`src/rtl/idelay_seq_pkg.sv`:
```
// Shared types and default constants for the IDELAYCTRL calibration / tap-adjust sequencer.
package idelay_seq_pkg;

   typedef enum logic [2:0] {
      S_RST    = 3'd0,
      S_WAIT   = 3'd1,
      S_RUN    = 3'd2,
      S_PULSE  = 3'd3,
      S_SETTLE = 3'd4
   } state_t;

   localparam int DEF_NUM_CH        = 4;
   localparam int DEF_RST_CYCLES    = 16;
   localparam int DEF_RDY_TIMEOUT   = 4096;
   localparam int DEF_SETTLE_CYCLES = 4;
   localparam int DEF_CNT_W         = 8;

   // States in which calibration is considered valid.
   function automatic logic is_active(input state_t s);
      return (s == S_RUN) || (s == S_PULSE) || (s == S_SETTLE);
   endfunction

endpackage

```
`src/rtl/idelay_rr_arb.sv`:
```
// Round-robin arbiter: combinational one-hot grant, search pointer advanced on accepted grants.
module idelay_rr_arb
   import idelay_seq_pkg::*;
#(
   parameter int NUM_CH = DEF_NUM_CH
) (
   input  logic              clk_i,
   input  logic              rst_i,
   input  logic [NUM_CH-1:0] req_i,
   input  logic              advance_i,
   output logic [NUM_CH-1:0] gnt_o
);

   localparam int PTR_W = (NUM_CH > 1) ? $clog2(NUM_CH) : 1;
   localparam int SW    = PTR_W + 1;

   logic [PTR_W-1:0] ptr_q, ptr_d;
   logic [PTR_W-1:0] gnt_idx;
   logic [PTR_W-1:0] idx;
   logic [SW-1:0]    sum;
   logic             found;

   always_comb begin
      gnt_o   = '0;
      found   = 1'b0;
      gnt_idx = '0;
      idx     = '0;
      sum     = '0;
      for (int off = 0; off < NUM_CH; off++) begin
         sum = {1'b0, ptr_q} + SW'(off);
         if (sum >= SW'(NUM_CH)) begin
            sum = sum - SW'(NUM_CH);
         end
         idx = sum[PTR_W-1:0];
         if (!found && req_i[idx]) begin
            found      = 1'b1;
            gnt_o[idx] = 1'b1;
            gnt_idx    = idx;
         end
      end
   end

   // Next search starts one past the channel just granted.
   always_comb begin
      ptr_d = ptr_q;
      if (advance_i && found) begin
         ptr_d = (gnt_idx == PTR_W'(NUM_CH - 1)) ? '0 : gnt_idx + 1'b1;
      end
   end

   always_ff @(posedge clk_i) begin
      if (rst_i) begin
         ptr_q <= '0;
      end else begin
         ptr_q <= ptr_d;
      end
   end

endmodule

```
`src/rtl/idelay_ctrl_sequencer.sv`:
```
// Calibrates IDELAYCTRL (reset pulse, wait for RDY, retry/relock) and then
// time-shares the IDELAY CE/INC path between requesters.
module idelay_ctrl_sequencer
   import idelay_seq_pkg::*;
#(
   parameter int NUM_CH        = DEF_NUM_CH,
   parameter int RST_CYCLES    = DEF_RST_CYCLES,
   parameter int RDY_TIMEOUT   = DEF_RDY_TIMEOUT,
   parameter int SETTLE_CYCLES = DEF_SETTLE_CYCLES,
   parameter int CNT_W         = DEF_CNT_W
) (
   input  logic              clk_i,
   input  logic              rst_i,
   input  logic              dlyctrl_rdy_i,
   output logic              dlyctrl_rst_o,
   output logic              ready_o,
   output logic [CNT_W-1:0]  relock_cnt_o,
   input  logic [NUM_CH-1:0] req_i,
   input  logic [NUM_CH-1:0] req_inc_i,
   output logic [NUM_CH-1:0] gnt_o,
   output logic [NUM_CH-1:0] dly_ce_o,
   output logic [NUM_CH-1:0] dly_inc_o,
   output logic [NUM_CH-1:0] ack_o
);

   localparam int TMR_MAX0 = (RST_CYCLES > RDY_TIMEOUT) ? RST_CYCLES : RDY_TIMEOUT;
   localparam int TMR_MAX  = (TMR_MAX0 > SETTLE_CYCLES) ? TMR_MAX0 : SETTLE_CYCLES;
   localparam int TMR_W    = $clog2(TMR_MAX + 1);

   localparam logic [TMR_W-1:0] RST_LAST    = TMR_W'(RST_CYCLES - 1);
   localparam logic [TMR_W-1:0] WAIT_LAST   = TMR_W'(RDY_TIMEOUT - 1);
   localparam logic [TMR_W-1:0] SETTLE_LAST = TMR_W'(SETTLE_CYCLES - 1);

   state_t            state_q, state_d;
   logic [TMR_W-1:0]  tmr_q, tmr_d;
   logic [CNT_W-1:0]  relock_q, relock_d;
   logic [NUM_CH-1:0] sel_q, sel_d;
   logic              rdy_meta_q, rdy_s_q;
   logic              lose;
   logic              arb_adv;
   logic [NUM_CH-1:0] arb_gnt;

   logic              dlyctrl_rst_q, ready_q;
   logic [NUM_CH-1:0] gnt_q, dly_ce_q, dly_inc_q, ack_q;

   idelay_rr_arb #(.NUM_CH(NUM_CH)) u_arb (
      .clk_i     (clk_i),
      .rst_i     (rst_i),
      .req_i     (req_i),
      .advance_i (arb_adv),
      .gnt_o     (arb_gnt)
   );

   always_comb begin
      state_d = state_q;
      tmr_d   = tmr_q;
      sel_d   = sel_q;
      lose    = 1'b0;
      arb_adv = 1'b0;
      case (state_q)
         S_RST: begin
            if (tmr_q == RST_LAST) begin
               state_d = S_WAIT;
               tmr_d   = '0;
            end else begin
               tmr_d = tmr_q + 1'b1;
            end
         end
         S_WAIT: begin
            if (rdy_s_q) begin
               state_d = S_RUN;
               tmr_d   = '0;
            end else if (tmr_q == WAIT_LAST) begin
               lose = 1'b1;
            end else begin
               tmr_d = tmr_q + 1'b1;
            end
         end
         S_RUN: begin
            // A lock loss outranks a simultaneous request.
            if (!rdy_s_q) begin
               lose = 1'b1;
            end else if (|req_i) begin
               state_d = S_PULSE;
               sel_d   = arb_gnt;
               arb_adv = 1'b1;
            end
         end
         S_PULSE: begin
            if (!rdy_s_q) begin
               lose = 1'b1;
            end else begin
               state_d = S_SETTLE;
               tmr_d   = '0;
            end
         end
         S_SETTLE: begin
            if (!rdy_s_q) begin
               lose = 1'b1;
            end else if (tmr_q == SETTLE_LAST) begin
               state_d = S_RUN;
               tmr_d   = '0;
            end else begin
               tmr_d = tmr_q + 1'b1;
            end
         end
         default: begin
            lose = 1'b1;
         end
      endcase
      if (lose) begin
         state_d = S_RST;
         tmr_d   = '0;
      end
      relock_d = (lose && !(&relock_q)) ? relock_q + 1'b1 : relock_q;
   end

   always_ff @(posedge clk_i) begin
      if (rst_i) begin
         rdy_meta_q    <= 1'b0;
         rdy_s_q       <= 1'b0;
         state_q       <= S_RST;
         tmr_q         <= '0;
         relock_q      <= '0;
         sel_q         <= '0;
         dlyctrl_rst_q <= 1'b1;
         ready_q       <= 1'b0;
         gnt_q         <= '0;
         dly_ce_q      <= '0;
         dly_inc_q     <= '0;
         ack_q         <= '0;
      end else begin
         rdy_meta_q    <= dlyctrl_rdy_i;
         rdy_s_q       <= rdy_meta_q;
         state_q       <= state_d;
         tmr_q         <= tmr_d;
         relock_q      <= relock_d;
         sel_q         <= sel_d;
         // Outputs registered from next-state so they line up with the state they describe.
         dlyctrl_rst_q <= (state_d == S_RST);
         ready_q       <= is_active(state_d);
         gnt_q         <= ((state_d == S_PULSE) || (state_d == S_SETTLE)) ? sel_d : '0;
         dly_ce_q      <= (state_d == S_PULSE) ? sel_d : '0;
         dly_inc_q     <= (state_d == S_PULSE) ? (sel_d & req_inc_i) : '0;
         ack_q         <= ((state_d == S_SETTLE) && (tmr_d == SETTLE_LAST)) ? sel_d : '0;
      end
   end

   assign dlyctrl_rst_o = dlyctrl_rst_q;
   assign ready_o       = ready_q;
   assign relock_cnt_o  = relock_q;
   assign gnt_o         = gnt_q;
   assign dly_ce_o      = dly_ce_q;
   assign dly_inc_o     = dly_inc_q;
   assign ack_o         = ack_q;

endmodule

```
`config.mk`:
```
export PLATFORM = sky130hd
export DESIGN_NAME = idelay_ctrl_sequencer
export DESIGN_NICKNAME = d
export VERILOG_FILES = /design/src/rtl/idelay_seq_pkg.sv /design/src/rtl/idelay_rr_arb.sv /design/src/rtl/idelay_ctrl_sequencer.sv
export SDC_FILE = /design/constraint.sdc
export NUM_CORES = 1
export LEC_CHECK = 0
export BUFFER_PORTS_ARGS = -buffer_cell sky130_fd_sc_hd__buf_2
export CELL_PAD_IN_SITES_DETAIL_PLACEMENT = 2
export CELL_PAD_IN_SITES_GLOBAL_PLACEMENT = 2
export CORE_UTILIZATION = 37
export CTS_CLUSTER_SIZE = 10
export DETAILED_ROUTE_END_ITERATION = 16
export GPL_ROUTABILITY_DRIVEN = 0
export GPL_TIMING_DRIVEN = 0
export PLACE_DENSITY_LB_ADDON = 0.05
export SLEW_MARGIN = 20
export SYNTH_ARGS = -nofsm -noshare
export SYNTH_HDL_FRONTEND = slang
export SYNTH_SLANG_ARGS = --single-unit
```
`constraint.sdc`:
```
create_clock -name clk_i -period 5.5 [get_ports clk_i]
set_input_delay 0.55 -clock clk_i [delete_from_list [all_inputs] [get_ports clk_i]]
set_output_delay 0.55 -clock clk_i [all_outputs]
set_load 0.02 [all_outputs]
```
==> results.json, run 1 <==
{
  "yosysUniqueCellTypes": 66,
  "drc": 0,
  "die_y_um": 89.2,
  "path_clk_slew_ns": 0.10,
  "layout_common_cells": "nor2_1, dfxtp_1, buf_2, a21oi_1, nand2_1",
  "reg2reg_to": "dly_inc_o[3]",
  "ff2ff_setup_slack_ns": 1.99,
  "layout-drive-gt1-share": 0.215,
  "max_slew_margin": 0.495,
  "vias": 2658,
  "cts_buffers": 5,
  "grt_max_degree": 18,
  "clock_skew_ns": 0.00819,
  "synthArstFlopShare": 0,
  "end_kind": "register",
  "r2r_cells": 10,
  "grt.overflow.total": 0,
  "finalNonFillerCells": 466,
  "yosysSeqAreaShare": 0.356,
  "numPortBuffers": 34,
  "postSynthCellCount": 325,
  "worstPathRequired_ns": 5.71,
  "critPathKind": "reg -> reg",
  "finalPower_w": 0.000686,
  "final_util": 0.443,
  "combPwrFrac": 0.058,
  "cts_hold_buf": 0,
  "cap_violations": 0,
  "setup_ws_ns": 1.99,
  "yosysWarnings": 0,
  "cp.arrival_ns": 3.72,
  "via_per_inst": 5.70,
  "synth_edf_count": 0,
  "p_seq_frac": 0.535,
  "postCtsSetupBuffers": 0,
  "grtUsageTotal": 0.233,
  "p_leak_nw": 1.27,
  "fmax_mhz": 285,
  "final.setup.tns_ns": 0,
  "clockPowerShare": 0.407,
  "core_area_mm2": 0.00729,
  "grt_pass1_wl_mm": 14.0,
  "io_pins": 37,
  "outcome": "finished, final reports clean",
  "tightest_slew_ns": 0.757,
  "p_int_w": 0.000518,
  "syn_area_mm2": 0.00281,
  "htreeDepth": 2,
  "rsz0062_at_grt": "no",
  "p_sw_w": 0.000168,
  "cts-resized-gates": 0,
  "dp.cells": 458,
  "wl_per_cell_um": 18.9,
  "clock-sinks": 50,
  "ant_nets": 0,
  "synth_area_per_cell_um2": 8.65,
  "multiInputGateArea_mm2": 0.00169,
  "cp-endpoint": "dly_inc_o[3]",
  "slew_viol_final": 0,
  "wl_mm": 8.79,
  "startpoint_type": "register",
  "first_iter_violations": 101,
  "p_per_area_mw_per_mm2": 212,
  "finalSetupViolations": 0,
  "start_util": 0.386,
  "cts_tree": "done",
  "clock_path_buffers": 2,
  "post-dp-hpwl_mm": 6.56,
  "insertion_delay_ns": 0.31,
  "diodes": 0,
  "die_w_um": 89.2,
  "yosys_register_bits": 50,
  "ys.flop_type": "dfxtp_1",
  "period_share": 0.639,
  "fillers": 897,
  "mappedNetlistNets": 342,
  "dieArea_mm2": 0.00795,
  "grt_pass1_vias": 2642,
  "period_needed_ns": 3.51,
  "rows": 31,
  "nets": 383,
  "cts_root_buf": "clkbuf_8",
  "crit_fanout": 10,
  "firstDrtPassIters": 4,
  "register_area_mm2": 0.00100,
  "pre_cts_ws_ns": 2.00,
  "hold_class": "in -> reg",
  "ir_worst_vdd_uv": 105,
  "antenna_found_initial": 0,
  "swShare": 0.245,
  "syn2layout_area_growth_pct": 14.9,
  "hold_violations": 0
}
[sequential cells by signal, indices dropped and copies added, names as in the netlist, named ones only]
register,cells
ack_o,4
dly_ce_o,4
dly_inc_o,4
dlyctrl_rst_o,1
gnt_o,4
rdy_meta_q,1
rdy_s_q,1
ready_o,1
relock_cnt_o,8
sel_q,4
state_q,3
tmr_q,13
u_arb.ptr_q,1
[critical path, stage by stage, from the launching register on]
cell and delay [ns]:
dfxtp_1 0.39, buf_2 0.23, clkbuf_1 0.40, inv_1 0.14, ha_1 0.44, mux4_2 0.45, a221oi_1 0.32, nor3_1 0.08
a221oi_1 0.57, nor2_1 0.18, and2_1 0.21
[metal layers]
metal / share of wire / track usage / wire [um]
met5: 0 / 0 / 0
met4: 0.0067 / 0.0476 / 59
met3: 0.027 / 0.0295 / 236
met2: 0.51 / 0.413 / 4510
met1: 0.45 / 0.305 / 3980
[cell type report]
type                            instances  area share
Clock inverter                          3      0.0151
Sequential cell                        50       0.310
Multi-Input combinational cell        247       0.523
Clock buffer                            5      0.0213
Inverter                               10      0.0116
Tap cell                               99      0.0383
Timing Repair Buffer                   34      0.0527
Buffer                                 18      0.0286
[power by group through the flow]
stage	sequential [W]	combinational (W)	clock, W
after floorplan	0.000375	0.0000267	0
after global placement	0.000375	0.0000384	0
after detailed placement	0.000375	0.0000398	0
after CTS	0.000367	0.0000400	0.000286
after global routing	0.000367	0.0000438	0.000297
final	0.000367	0.0000399	0.000279
[kinds of logic after synthesis]
logic type,count (synthesis),share of synthesized area
AOI/OAI and AO/OA,80,0.202
xor gates and xnor gates,9,0.0280
adders and majority gates,6,0.0267
buffers and inverters,28,0.0463
DFF,50,0.356
muxes,16,0.0770
and+or+nand+nor,136,0.265
[through the flow]
stage               area, um^2  hold WS [ns]
floorplan                 2810         0.414
global route              3230         0.440
CTS                       3220         0.429
finish                    3230         0.431
detailed placement        3110         0.439
global placement          3110         0.423
[synthesized netlist by cell type, types with 4 or more instances]
library cell  count  share of area
a221oi_1          9          0.028
nor2_1           50          0.067
mux4_2            4          0.032
dfxtp_1          50           0.36
and3_1            4         0.0089
a21oi_1          21          0.037
ha_1              6          0.027
buf_2             4         0.0071
inv_1            10          0.013
nand2_1          17          0.023
mux2_2            5          0.020
and2_1            7          0.016
xor2_1            7          0.022
nand3_1           8          0.014
nand4_1           6          0.013
mux2i_1           7          0.025
a22oi_1           6          0.016
o21ai_0          12          0.021
clkbuf_1          9          0.012
nor3_1           16          0.028
a21o_1            4          0.011
[how the worst min path moves through the flow]
stage,slack (ns),cells after the start,to,start
final,0.43,2,rdy_s_q,rst_i
after global routing,0.44,2,dly_inc_o[1],req_inc_i[1]
after CTS,0.43,2,rdy_s_q,rst_i
after detailed placement,0.44,1,rdy_s_q,rdy_meta_q
after global placement,0.42,1,rdy_s_q,rdy_meta_q
after floorplan,0.41,1,rdy_s_q,rdy_meta_q
(Power assumes the default switching activity.)
==> run 2, diff against run 1 <==
--- a/config.mk
+++ b/config.mk
@@ -5,10 +5,11 @@
 export SDC_FILE = /design/constraint.sdc
 export NUM_CORES = 1
 export LEC_CHECK = 0
+export ABC_AREA = 1
 export BUFFER_PORTS_ARGS = -buffer_cell sky130_fd_sc_hd__buf_2
 export CELL_PAD_IN_SITES_DETAIL_PLACEMENT = 2
 export CELL_PAD_IN_SITES_GLOBAL_PLACEMENT = 2
-export CORE_UTILIZATION = 37
+export CORE_UTILIZATION = 29
 export CTS_CLUSTER_SIZE = 10
 export DETAILED_ROUTE_END_ITERATION = 16
 export GPL_ROUTABILITY_DRIVEN = 0
==> constraint.sdc (replaced) <==
create_clock -name clk_i -period 2.9 [get_ports clk_i]
set_input_delay 0.29 -clock clk_i [delete_from_list [all_inputs] [get_ports clk_i]]
set_output_delay 0.29 -clock clk_i [all_outputs]
set_load 0.02 [all_outputs]
==> run 2 against run 1 <==
  * Via count grew 5.5%
  * Design area rose by 3.3%
  * Count of clock-buffer cells in the layout stayed put
  * Area after synthesis is 3.0% higher
  * Combinational power rose to 8.9 times the previous value
  * Fmax is 45% higher
  * Non-clock buffer count fell by 10
  * Sequential power increased by 100%
  * Critical endpoint is now ack_o[0]
==> results.json, run 2 <==
{
  "outcome": "finished, final reports clean",
  "clock-sinks": 50,
  "post-dp-hpwl_mm": 7.25,
  "largest_reg_flops": 13,
  "dieArea_mm2": 0.0104,
  "postCtsSetupBuffers": 0,
  "crit_slowest_cell": "o22ai_1",
  "clock_skew_ns": 0.0139,
  "mappedNetlistNets": 435,
  "die_y_um": 102,
  "met2WireLength_mm": 4.53,
  "startpoint_type": "register",
  "syn_area_mm2": 0.00290,
  "wl_per_cell_um": 15.1,
  "drc": 0,
  "wl_met1_mm": 4.18,
  "grt_pass1_wl_mm": 14.9,
  "synthArstFlopShare": 0,
  "yosysTopAreaCell": "dfxtp_1",
  "crit_chain": "buf_2, inv_2, ha_1, o21ai_2, nor2_1, nand2_1, o211ai_1, o22ai_1, nor3_2",
  "rows": 36,
  "final_common_cell": "nand2_1",
  "ff2ff_setup_slack_ns": 0.48,
  "die_w_um": 102,
  "synth.most_common_cell": "nand2_1",
  "via_per_inst": 4.72,
  "slew_viol_final": 0,
  "worstPathRequired_ns": 3.09,
  "cts_tree": "done",
  "wl_mm": 8.96,
  "r2r_cells": 9,
  "cts_hold_buf": 0,
  "yosysUniqueCellTypes": 38,
  "hold_violations": 0,
  "crit_fanout": 10,
  "yosysSeqAreaShare": 0.345,
  "reg2reg_to": "ack_o[0]",
  "postSynthCellCount": 418,
  "period_needed_ns": 2.42,
  "synth_top_cell_area_share": 0.345,
  "end_kind": "register",
  "ys.flop_type": "dfxtp_1",
  "layout_common_cells": "nand2_1, nor2_1, dfxtp_1, buf_2, inv_1",
  "synth_edf_count": 0,
  "period_share": 0.835,
  "routed.top_layer": "met4",
  "finalSetupViolations": 0,
  "antenna_found_initial": 0,
  "p_per_area_mw_per_mm2": 462,
  "ant_nets": 0,
  "grtUsageTotal": 0.186,
  "cap_violations": 0,
  "firstDrtPassIters": 4,
  "cts_buffers": 5,
  "critPathKind": "reg -> reg",
  "final.setup.tns_ns": 0,
  "fmax_mhz": 413,
  "syn2layout_area_growth_pct": 15.2,
  "clock_path_buffers": 2,
  "synthTopCellsByCount": "nand2_1, nor2_1, dfxtp_1",
  "start_util": 0.298,
  "regMostFlops": "tmr_q",
  "hold_end": "rdy_meta_q",
  "cpPeakStageDelay_ns": 0.42,
  "critPathTopFamily": "compound AO/OA/AOI/OAI gates",
  "hold_depth": 3,
  "ir_worst_vdd_uv": 227,
  "core_area_mm2": 0.00973,
  "min-delay-start": "dlyctrl_rdy_i",
  "cts-resized-gates": 0,
  "crit_buf_inv": 2,
  "dr_wl_met3_um": 180,
  "netlist_top_cells_area": "dfxtp_1, nand2_1, nor2_1",
  "yosys_register_bits": 50,
  "layout-drive-gt1-share": 0.219,
  "grt_pass1_vias": 2936,
  "io_pins": 37,
  "hold_class": "in -> reg",
  "synth_area_per_cell_um2": 6.93,
  "grt.overflow.total": 0,
  "path_clk_slew_ns": 0.11,
  "nets": 477,
  "rsz0062_at_grt": "no",
  "cts_root_buf": "clkbuf_8",
  "insertion_delay_ns": 0.31,
  "vias": 2803,
  "htreeDepth": 2,
  "grt_max_degree": 19,
  "yosysWarnings": 0,
  "cp.arrival_ns": 2.62,
  "numPortBuffers": 35,
  "first_iter_violations": 26,
  "tightest_slew_ns": 0.632,
  "diodes": 0,
  "p_leak_nw": 1.40,
  "max_slew_margin": 0.579,
  "final_util": 0.343
}
[run 2: cell count changes after synthesis, sizes merged, moves of 10 or more]
cell    before  now
nand2       17  112
inv         10   49
nand3        8   33
nor2        50   72
o21ai       13   25
a221oi      10    0
[run 2: worst register-to-register path, cell delays in order (launching register included)]
cell and delay [ns]:
dfxtp_1 0.40, buf_2 0.24, inv_2 0.09, ha_1 0.37
o21ai_2 0.34, nor2_1 0.17, nand2_1 0.09, o211ai_1 0.10
o22ai_1 0.42, nor3_2 0.09
[run 2: cell type report]
type	count	area [um^2]
well taps	133	166
plain buffers	7	46.3
fillers	1223	6390
repair buffers	35	175
flip-flops and latches	50	1000
clock inverters	3	28.8
multi-input cells	311	1660
clock buffers	5	68.8
inverters	50	190
[run 2: cells by family (layout without fill, tap and decap cells)]
family                   after synthesis  in the layout  share of synthesized area
buffers and inverters                 57            100                     0.0816
AND/OR/NAND/NOR                      248            248                      0.425
XOR/XNOR                               4              4                     0.0121
flip-flops                            50             50                      0.345
AO/OA/AOI/OAI                         53             53                      0.110
adder cells (fa/ha/maj)                6              6                     0.0259
[run 2: worst max-delay path by stage]
stage	startpoint	endpoint	slack, ns	cells past startpoint
finish	register	ack_o[0]	0.48	9
CTS	register	gnt_o[0]	0.43	9
global route	register	dly_inc_o[0]	0.22	9
detailed placement	register	dly_inc_o[0]	0.44	9
floorplan	register	dly_inc_o[1]	0.96	10
global placement	register	ack_o[0]	0.47	9
[run 2: per-stage QoR]
| stage | power, W | hold WS, ns | setup slack [ns] | cells | instance area (um^2) |
|---|---|---|---|---|---|
| after floorplan | 0.00101 | 0.388 | 0.960 | 418 | 2900 |
| after global placement | 0.00110 | 0.395 | 0.469 | 586 | 3240 |
| after detailed placement | 0.00111 | 0.407 | 0.444 | 586 | 3240 |
| after CTS | 0.00157 | 0.170 | 0.426 | 594 | 3340 |
| after global routing | 0.00164 | 0.194 | 0.221 | 594 | 3340 |
| final | 0.00154 | 0.180 | 0.478 | 594 | 3340 |
[run 2: metal layers]
metal | up-vias | GRT usage
met4 | 0 | 0.0374
met2 | 25 | 0.341
li1 | 1428 | -
met5 | - | 0
met1 | 1343 | 0.230
met3 | 7 | 0.0294
[run 2: report_power, final]
part / internal, W / switching, W / total (W)
combinational: 0.000110 / 0.000244 / 0.000354
sequential: 0.000712 / 0.0000257 / 0.000738
clock: 0.000180 / 0.000269 / 0.000448
total: 0.00100 / 0.000539 / 0.00154
==> run 3, diff against run 2 <==
--- a/config.mk
+++ b/config.mk
@@ -5,11 +5,11 @@
 export SDC_FILE = /design/constraint.sdc
 export NUM_CORES = 1
 export LEC_CHECK = 0
-export ABC_AREA = 1
+export ABC_AREA = 0
 export BUFFER_PORTS_ARGS = -buffer_cell sky130_fd_sc_hd__buf_2
 export CELL_PAD_IN_SITES_DETAIL_PLACEMENT = 2
 export CELL_PAD_IN_SITES_GLOBAL_PLACEMENT = 2
-export CORE_UTILIZATION = 29
+export CORE_UTILIZATION = 35
 export CTS_CLUSTER_SIZE = 10
 export DETAILED_ROUTE_END_ITERATION = 16
 export GPL_ROUTABILITY_DRIVEN = 0
==> constraint.sdc (replaced) <==
create_clock -name clk_i -period 2.3 [get_ports clk_i]
set_input_delay 0.23 -clock clk_i [delete_from_list [all_inputs] [get_ports clk_i]]
set_output_delay 0.23 -clock clk_i [all_outputs]
set_load 0.02 [all_outputs]
==> run 3 against run 2 <==
  * Largest power group unchanged
  * Sequential cell count unchanged
  * Cell count down 13%
  * Sequential share of layout area down 4.7 points
  * Total power up 11%
  * Global-route usage up 5.2 points
  * Clock power up 51%
  * Hold slack worse by 0.052 ns
  * Register-to-register slack worse by 0.72 ns
  * Via count up 9.4%
  * Largest cell class unchanged
  * Clock skew down 0.0017 ns
  * Sequential power up 18%
  * Wire length up 39%
  * The run now ends with negative setup slack left
==> results.json, run 3 (synthesis results as in run 1) <==
{
  "antenna_found_initial": 0,
  "ir_worst_vdd_uv": 207,
  "cts_root_buf": "clkbuf_8",
  "cpPeakStageDelay_ns": 0.57,
  "rows": 32,
  "grt.overflow.total": 0,
  "failed_checks": "negative setup slack",
  "clock_skew_ns": 0.0121,
  "die_w_um": 91.6,
  "dp.cells": 461,
  "cap_violations": 0,
  "path_clk_slew_ns": 0.11,
  "insertion_delay_ns": 0.32,
  "critPathKind": "reg -> reg",
  "largest_reg_flops": 13,
  "p_per_area_mw_per_mm2": 420,
  "p_int_w": 0.00126,
  "cp.arrival_ns": 2.78,
  "end_kind": "register",
  "cts_buffers": 5,
  "dieArea_mm2": 0.00840,
  "worstPathRequired_ns": 2.53,
  "cts_tree": "done",
  "swShare": 0.262,
  "combPwrFrac": 0.093,
  "r2r_cells": 8,
  "crit_fanout": 5,
  "r2r_start": "tmr_q[8]",
  "outcome": "finished with violations",
  "clock_path_buffers": 2,
  "core_area_mm2": 0.00777,
  "regMostFlops": "tmr_q",
  "die_y_um": 91.6,
  "first_iter_violations": 165,
  "setup_ws_ns": -0.242,
  "reg2reg_to": "ack_o[0]",
  "ff2ff_setup_slack_ns": -0.24,
  "post-dp-hpwl_mm": 6.48,
  "slew_viol_final": 0,
  "cts_hold_buf": 0,
  "hold_class": "in -> reg",
  "finalSetupViolations": 20,
  "startpoint_type": "register",
  "io_pins": 37,
  "hold_violations": 0,
  "via_per_inst": 5.93,
  "tightest_slew_ns": 1.03,
  "crit_slowest_cell": "or4_4",
  "layout-drive-gt1-share": 0.472,
  "wl_per_cell_um": 24.1,
  "grtUsageTotal": 0.238,
  "crit_start": "tmr_q[8]",
  "max_slew_margin": 0.306,
  "grt_max_degree": 17,
  "fmax_mhz": 393,
  "layout_common_cells": "buf_4, nor2_1, buf_2, dfxtp_1, nand2_1",
  "htreeDepth": 2,
  "vias": 3066,
  "syn2layout_area_growth_pct": 44.7,
  "rsz0062_at_grt": "yes",
  "numPortBuffers": 34,
  "grt_pass1_vias": 2899,
  "clock-sinks": 50,
  "finalNonFillerCells": 517,
  "p_seq_frac": 0.512,
  "wl_mm": 12.5,
  "start_util": 0.362,
  "diodes": 0,
  "cp-endpoint": "ack_o[0]",
  "crit_chain": "buf_8, nand4_1, nor4_4, a221oi_2, or4_4, a211oi_4, nand4_4, nor3_2",
  "ant_nets": 0,
  "period_needed_ns": 2.54,
  "period_share": 1.11,
  "min-delay-start": "rst_i",
  "nets": 431,
  "final_common_cell": "buf_4",
  "p_leak_nw": 1.65,
  "clockPowerShare": 0.396,
  "firstDrtPassIters": 4,
  "p_sw_w": 0.000448,
  "grt_pass1_wl_mm": 15.7,
  "finalHoldWorstSlack_ns": 0.128,
  "drc": 0
}
==> run 3: changes by cell type in the layout (fill, tap and decap cells not counted), moves of 8 or more <==
| cell | change |
|---|---|
| nand2_1 | -86 |
| buf_4 | +46 |
| inv_1 | -25 |
| nand3_1 | -22 |
| nor2_1 | -17 |
| dfxtp_1 | -14 |
| inv_2 | -14 |
| dfxtp_2 | +10 |
| nand2_2 | -9 |
| nor2_4 | -9 |
| a221oi_2 | +8 |
| o21ai_0 | -8 |
==> run 3: final cells by class <==
cell class | instances | area, um^2
tap | 102 | 128
fill | 801 | 3700
inverter | 10 | 42.5
sequential | 50 | 1030
buffer | 16 | 129
timing repair buffer | 84 | 573
clock buffer | 5 | 68.8
multi-input combinational | 247 | 2060
clock inverter | 3 | 43.8
==> run 3: power groups by stage <==
| stage | Sequential [W] | Combinational (W) | Clock (W) |
|---|---|---|---|
| floorplan | 0.000896 | 0.0000710 | 0 |
| global placement | 0.000897 | 0.000100 | 0 |
| detailed placement | 0.000898 | 0.000104 | 0 |
| CTS | 0.000875 | 0.000130 | 0.000687 |
| global route | 0.000875 | 0.000167 | 0.000711 |
| finish | 0.000874 | 0.000159 | 0.000676 |
==> run 3: routing by layer <==
metal / global-route usage / vias to the layer above / part of all wire
met2: 0.422 / 82 / 0.51
met4: 0.0542 / 0 / 0.033
met1: 0.308 / 1572 / 0.42
met5: 0 / - / 0
met3: 0.0282 / 27 / 0.029
li1: - / 1385 / -
==> run 3: critical path, delay by kind of cell, from the launching register on <==
family	cells	cell delay, ns
buffers and inverters	1	0.11
AO/OA/AOI/OAI	2	0.39
flip-flops	1	0.35
AND/OR/NAND/NOR	5	1.59
==> run 3: through the flow <==
step                utilization  setup slack (ns)  TNS (ns)  cell area, um^2  power [W]
finish                    0.524            -0.242     -2.09             4070    0.00171
global placement          0.416            -0.497     -8.46             3230   0.000997
global route              0.524            -0.320     -4.03             4070    0.00175
detailed placement        0.416            -0.557    -11.17             3230    0.00100
floorplan                     -           -0.0371   -0.0496             2930   0.000967
CTS                       0.481            -0.202    -0.946             3740    0.00169
==> run 3: worst min-delay path by stage <==
stage | endpoint | slack (ns) | depth (start not counted)
global placement | rdy_s_q | 0.42 | 1
floorplan | rdy_s_q | 0.30 | 1
CTS | rdy_s_q | 0.11 | 2
global route | rdy_s_q | 0.13 | 2
finish | rdy_s_q | 0.13 | 2
detailed placement | dly_inc_o[0] | 0.44 | 2
==> run 3: what timing repair did <==
item,CTS,global route
pin swaps,23,21
gates resized for setup,44,51
setup buffers,26,24
endpoints found under the setup margin,44,29
